--- src/rtl/apb_timer_slave_if.sv ---
// APB bus bundle between the AHB-to-APB bridge (master) and the timer slave.
interface apb_timer_slave_if;
    logic [2:0]  Pselx;
    logic        Penable;
    logic        Pwrite;
    logic [31:0] Paddr;
    logic [31:0] Pwdata;
    logic [31:0] Prdata;

    modport master (
        output Pselx, Penable, Pwrite, Paddr, Pwdata,
        input  Prdata
    );

    modport slave (
        input  Pselx, Penable, Pwrite, Paddr, Pwdata,
        output Prdata
    );
endinterface

--- src/rtl/apb_timer_slave.sv ---
// APB down-counting timer: 32-bit reloadable counter, expiry flag and level interrupt.
// Define APB_TIMER_PRESCALE_EN to add the PRESC register (offset 4) and the 8-bit tick prescaler.
module apb_timer_slave #(
    parameter int SEL_IDX = 1
) (
    input  logic             Hclk,
    input  logic             Hreset,
    apb_timer_slave_if.slave apb,
    output logic             Irq
);

    localparam logic [1:0] SEL_BIT     = SEL_IDX[1:0];
    localparam logic [2:0] ADDR_CTRL   = 3'd0;
    localparam logic [2:0] ADDR_LOAD   = 3'd1;
    localparam logic [2:0] ADDR_COUNT  = 3'd2;
    localparam logic [2:0] ADDR_STATUS = 3'd3;

    logic        sel;
    logic        wr_en;
    logic [2:0]  reg_addr;
    logic        wr_ctrl;
    logic        wr_load;
    logic        wr_status;
    logic        en_q;
    logic        ar_q;
    logic        ie_q;
    logic        exp_q;
    logic [31:0] load_q;
    logic [31:0] count_q;
    logic [31:0] rd_data;
    logic        tick;
    logic        expire;
    logic        en_rise;
    logic        unused_bits;

    assign sel       = apb.Pselx[SEL_BIT];
    assign wr_en     = sel & apb.Penable & apb.Pwrite;
    assign reg_addr  = apb.Paddr[4:2];
    assign wr_ctrl   = wr_en && (reg_addr == ADDR_CTRL);
    assign wr_load   = wr_en && (reg_addr == ADDR_LOAD);
    assign wr_status = wr_en && (reg_addr == ADDR_STATUS);

    assign unused_bits = ^{apb.Pselx, apb.Paddr[31:5], apb.Paddr[1:0]};

    // EN rising through a CTRL write is the only path that loads COUNT from a stopped timer.
    assign en_rise = wr_ctrl && apb.Pwdata[0] && !en_q;
    assign expire  = tick && (count_q == 32'd0);

`ifdef APB_TIMER_PRESCALE_EN
    localparam logic [2:0] ADDR_PRESC = 3'd4;

    logic       wr_presc;
    logic [7:0] presc_q;
    logic [7:0] pcnt_q;

    assign wr_presc = wr_en && (reg_addr == ADDR_PRESC);
    // Compare with >= so lowering PRESC mid-run cannot strand the counter past its terminal value.
    assign tick     = en_q && (pcnt_q >= presc_q);

    always_ff @(posedge Hclk) begin
        if (Hreset) begin
            presc_q <= 8'd0;
            pcnt_q  <= 8'd0;
        end else begin
            if (wr_presc) begin
                presc_q <= apb.Pwdata[7:0];
            end
            if (!en_q || tick) begin
                pcnt_q <= 8'd0;
            end else begin
                pcnt_q <= pcnt_q + 8'd1;
            end
        end
    end
`else
    assign tick = en_q;
`endif

    always_ff @(posedge Hclk) begin
        if (Hreset) begin
            en_q    <= 1'b0;
            ar_q    <= 1'b0;
            ie_q    <= 1'b0;
            exp_q   <= 1'b0;
            load_q  <= 32'd0;
            count_q <= 32'd0;
        end else begin
            if (wr_load) begin
                load_q <= apb.Pwdata;
            end

            if (en_rise) begin
                count_q <= load_q;
            end else if (tick) begin
                if (count_q != 32'd0) begin
                    count_q <= count_q - 32'd1;
                end else if (ar_q) begin
                    count_q <= load_q;
                end
            end

            // A CTRL write overrides the one-shot self-disable in the same cycle.
            if (wr_ctrl) begin
                en_q <= apb.Pwdata[0];
                ar_q <= apb.Pwdata[1];
                ie_q <= apb.Pwdata[2];
            end else if (expire && !ar_q) begin
                en_q <= 1'b0;
            end

            if (expire) begin
                exp_q <= 1'b1;
            end else if (wr_status && apb.Pwdata[0]) begin
                exp_q <= 1'b0;
            end
        end
    end

    always_comb begin
        rd_data = 32'd0;
        case (reg_addr)
            ADDR_CTRL:   rd_data = {29'd0, ie_q, ar_q, en_q};
            ADDR_LOAD:   rd_data = load_q;
            ADDR_COUNT:  rd_data = count_q;
            ADDR_STATUS: rd_data = {31'd0, exp_q};
`ifdef APB_TIMER_PRESCALE_EN
            ADDR_PRESC:  rd_data = {24'd0, presc_q};
`endif
            default:     rd_data = 32'd0;
        endcase
    end

    assign apb.Prdata = (sel && !apb.Pwrite) ? rd_data : 32'd0;
    assign Irq        = exp_q & ie_q;

endmodule

--- src/flat_wrapper.sv ---
// flat-port wrapper written by rule: the top's interface ports become plain ports
module apb_timer_slave_flat 
#(
    parameter int SEL_IDX = 1
)
  (Hclk, Hreset, Irq, apb_Pselx, apb_Penable, apb_Pwrite, apb_Paddr, apb_Pwdata, apb_Prdata);
  apb_timer_slave_if apb_i ();
  input  logic Hclk;
  input  logic Hreset;
  output logic Irq;
  input wire logic [$bits(apb_i.Pselx)-1:0] apb_Pselx;
  input wire logic [$bits(apb_i.Penable)-1:0] apb_Penable;
  input wire logic [$bits(apb_i.Pwrite)-1:0] apb_Pwrite;
  input wire logic [$bits(apb_i.Paddr)-1:0] apb_Paddr;
  input wire logic [$bits(apb_i.Pwdata)-1:0] apb_Pwdata;
  output wire logic [$bits(apb_i.Prdata)-1:0] apb_Prdata;
  assign apb_i.Pselx = apb_Pselx;
  assign apb_i.Penable = apb_Penable;
  assign apb_i.Pwrite = apb_Pwrite;
  assign apb_i.Paddr = apb_Paddr;
  assign apb_i.Pwdata = apb_Pwdata;
  assign apb_Prdata = apb_i.Prdata;
  apb_timer_slave #(.SEL_IDX(SEL_IDX)) u_core (.Hclk(Hclk), .Hreset(Hreset), .apb(apb_i), .Irq(Irq));
endmodule
--- config.mk ---
export PLATFORM = sky130hd
export DESIGN_NAME = apb_timer_slave_flat
export DESIGN_NICKNAME = d
export VERILOG_FILES = /design/src/rtl/apb_timer_slave_if.sv /design/src/rtl/apb_timer_slave.sv /design/src/flat_wrapper.sv
export SDC_FILE = /design/constraint.sdc
export NUM_CORES = 1
export LEC_CHECK = 0
export CELL_PAD_IN_SITES_DETAIL_PLACEMENT = 0
export CELL_PAD_IN_SITES_GLOBAL_PLACEMENT = 1
export CORE_MARGIN = 1.5
export CORE_UTILIZATION = 39
export CTS_BUF_LIST = sky130_fd_sc_hd__clkbuf_16
export CTS_CLUSTER_DIAMETER = 60
export CTS_CLUSTER_SIZE = 30
export DETAILED_ROUTE_END_ITERATION = 10
export HOLD_SLACK_MARGIN = 0.15
export PLACE_DENSITY = 0.89
export SKIP_LAST_GASP = 1
export SLEW_MARGIN = 20
export SYNTH_ARGS = -nofsm -noshare
export SYNTH_HDL_FRONTEND = slang
export SYNTH_SLANG_ARGS = --single-unit
--- constraint.sdc ---
create_clock -name Hclk -period 6.2 [get_ports Hclk]
set_input_delay 1.55 -clock Hclk [delete_from_list [all_inputs] [get_ports Hclk]]
set_output_delay 1.55 -clock Hclk [all_outputs]
set_load 0.1 [all_outputs]
==> results.py <==
metrics = {
    "finish": {
        "fin_nets": 667,
        "drive_gt1_share_pct": 16.9,
        "regArea_mm2": 0.00136,
        "synthToLayoutAreaGrowth_pct": 29.4,
        "antenna_cells": 0,
        "finalInstanceArea_mm2": 0.00563,
        "fillCellCount": 1025,
        "multi_input_comb_area_mm2": 0.00266,
    },
    "route": {
        "drc": 0,
        "routedWlPerCell_um": 17.5,
        "via_per_inst": 5.97,
        "vias": 4409,
        "first_iter_violations": 428,
        "wirelength_mm": 12.9,
        "drtAntennaViolNets": 0,
        "first_pass_iters": 5,
    },
    "timing": {
        "fin_setup_tns_ps": 0,
        "worst_pin_slew_ps": 1000,
        "setup_ws_ps": 1070,
        "fmax_mhz": 195,
        "finalCritPeriodShare_pct": 82.8,
        "rsz0062_at_grt": "false",
        "hold-worst-slack_ps": 470,
        "skew_ps": 7.49,
        "relSlewSlack_pct": 33.2,
        "slew_violations": 0,
        "period_needed_ps": 5130,
        "hold_viol_final": 0,
        "setup_viol": 0,
    },
    "clocking": {
        "post_cts_resized": 0,
        "clkSinkCount": 68,
        "worstSkewPairLatency_ps": 330,
        "ctsHtreeMaxLevel": 3,
        "cts_buffer_depth": 2,
        "clkTransAtPathRegs_ps": 60,
        "cts_tree": "built",
        "hold_buffers": 0,
        "post-cts-setup-buffers": 0,
        "cts_made_buffers": 9,
        "cts-root-buf": "clkbuf_16",
    },
    "place": {
        "placed_area_mm2": 0.00534,
        "pre_cts_ws_ps": 1080,
        "numPortBuffers": 72,
        "gp_congestion": 0.869,
        "dp_hpwl_mm": 8.35,
    },
    "job": {
        "max-cap-violations": 0,
    },
    "logic_synthesis": {
        "syn_area_per_cell_um2": 7.85,
        "netlist_top_cells_area": "dfxtp_1 31%, o32ai_2 8.6%, a21oi_1 7.0%, a22oi_1 6.9%, nand2_1 6.5%",
        "synth_top_cell_by_area": "dfxtp_1",
        "synth_top_flop_cell": "dfxtp_1",
        "yosys.cell_types.count": 57,
        "synth_top_area_share_pct": 31.3,
        "syn_inst": 555,
        "ys_warn_count": 0,
        "synth_enable_flop_cells": 0,
        "synth.most_common_cell": "nand2_1",
        "ys_seq_area_share_pct": 31.3,
        "synth_seq_cells": 68,
        "synth_top_cells_by_count": "76 x nand2_1, 68 x dfxtp_1, 61 x a21oi_1",
        "syn-cell-area_mm2": 0.00436,
        "syn-num-nets": 628,
        "async_flop_share_pct": 0,
    },
    "pwr": {
        "irDropWorstVdd_mv": 0.124,
        "power_leakage_nw": 1.98,
        "power.density_mw_per_mm2": 179,
    },
    "global_route": {
        "grt_remaining_overflow": 0,
        "grt_pass1_vias": 4263,
        "grt_max_degree": 44,
        "grt_use_total_pct": 22.3,
        "antenna_found_initial": 0,
        "grt_pass1_wl_mm": 21.0,
    },
    "worst_setup_path": {
        "start_kind": "input port",
        "critPathArrivalTime_ps": 3580,
        "r2r-start": "u_core.count_q[24]",
        "cp.required_ps": 4650,
        "path_cells": "clkdlybuf4s50_1 > nor2b_1 > nor2b_2 > buf_4 > a22oi_1 > nor2_1 > buf_12",
        "cp_slowest_cell": "clkdlybuf4s50_1",
        "path_class": "in2out",
        "startpoint": "apb_Paddr[3]",
        "path_max_fanout": 29,
        "slowest_delay_ps": 690,
        "cp-end-kind": "output pin",
    },
    "hold_path": {
        "hold_start": "u_core.load_q[3]",
        "hp-class": "reg2reg",
    },
    "floorplanning": {
        "dieArea_mm2": 0.0118,
        "die_y_um": 109,
        "die_w_um": 109,
        "initial_core_util_pct": 40.2,
        "ios": 104,
        "fp.coreArea_mm2": 0.0108,
        "rows": 38,
    },
    "outcome": {
        "status": "finished, final reports clean",
    },
}
==> cells by family (layout without fill, tap and decap cells) <==
family	after synthesis	after routing	synth area share [%]
flip-flops	68	68	31.3
adder cells (fa/ha/maj)	2	2	0.574
AND/OR/NAND/NOR	233	233	27.5
multiplexers	11	11	2.84
AO/OA/AOI/OAI	163	163	29.5
buffers and inverters	78	122	8.30
==> path summary, 6_finish.rpt <==
path                             end  slack (ps)  depth (start not counted)
setup / recovery      apb_Prdata[31]        1070                          7
hold / removal      u_core.load_q[3]         470                          2
setup reg to reg  u_core.count_q[18]        2770                          6
hold reg to reg     u_core.load_q[3]         470                          2
==> final cells by class <==
type                       instances  area share [%]
sequential                        68            24.2
clock buffer                       9            4.00
tap                              140            3.11
multi-input combinational        409            47.1
clock inverter                     7            1.22
inverter                          28            1.87
timing repair buffer              78            18.5
==> flip-flops by register name, summed over array words and instances (netlist names) <==
name	count
u_core.ar_q	1
u_core.count_q	32
u_core.en_q	1
u_core.exp_q	1
u_core.ie_q	1
u_core.load_q	32
==> report_power, final <==
group	internal, mW	switching, mW
clock	0.310	0.198
combinational	0.0294	0.0319
sequential	0.439	0.00169
total	0.778	0.232
==> cells in the final DEF (no fill, tap or decap), types with 3 or more instances in the layout <==
master / n
a21oi_1: 61
a221oi_1: 5
a22oi_1: 40
a31oi_1: 6
a32oi_1: 6
and3_1: 7
and4_1: 3
buf_12: 29
buf_4: 9
clkbuf_16: 9
clkdlybuf4s50_1: 39
dfxtp_1: 68
inv_1: 28
mux2i_1: 9
nand2_1: 75
nand3_1: 8
nand4_1: 10
nor2_1: 49
nor2b_1: 3
nor3_1: 19
nor4_1: 13
o21ai_0: 6
o21ai_1: 3
o32ai_2: 23
or2_2: 3
or3_1: 9
or4_1: 6
==> metal layers <==
metal	GRT usage [%]	part of all wire, %
met1	29.5	46
met2	37.8	47
met3	2.99	5.7
met4	6.86	1.2
met5	0	0
==> per-stage QoR <==
| step | instances | util (%) | power (mW) |
|---|---|---|---|
| 5_1_grt | 739 | 52.0 | 1.03 |
| 3_5_place_dp | 723 | 49.2 | 0.511 |
| 6_report | 739 | 52.0 | 1.01 |
| 2_1_floorplan | 555 | - | 0.477 |
| 4_1_cts | 739 | 51.9 | 1.01 |
| 3_3_place_gp | 723 | 49.2 | 0.510 |
==> worst max-delay path: cells and delay by family <==
kind / cells / cell delay (ps)
buf+inv: 3 / 1240
simple gates: 3 / 600
compound gates: 1 / 180
(Power assumes the default switching activity.)
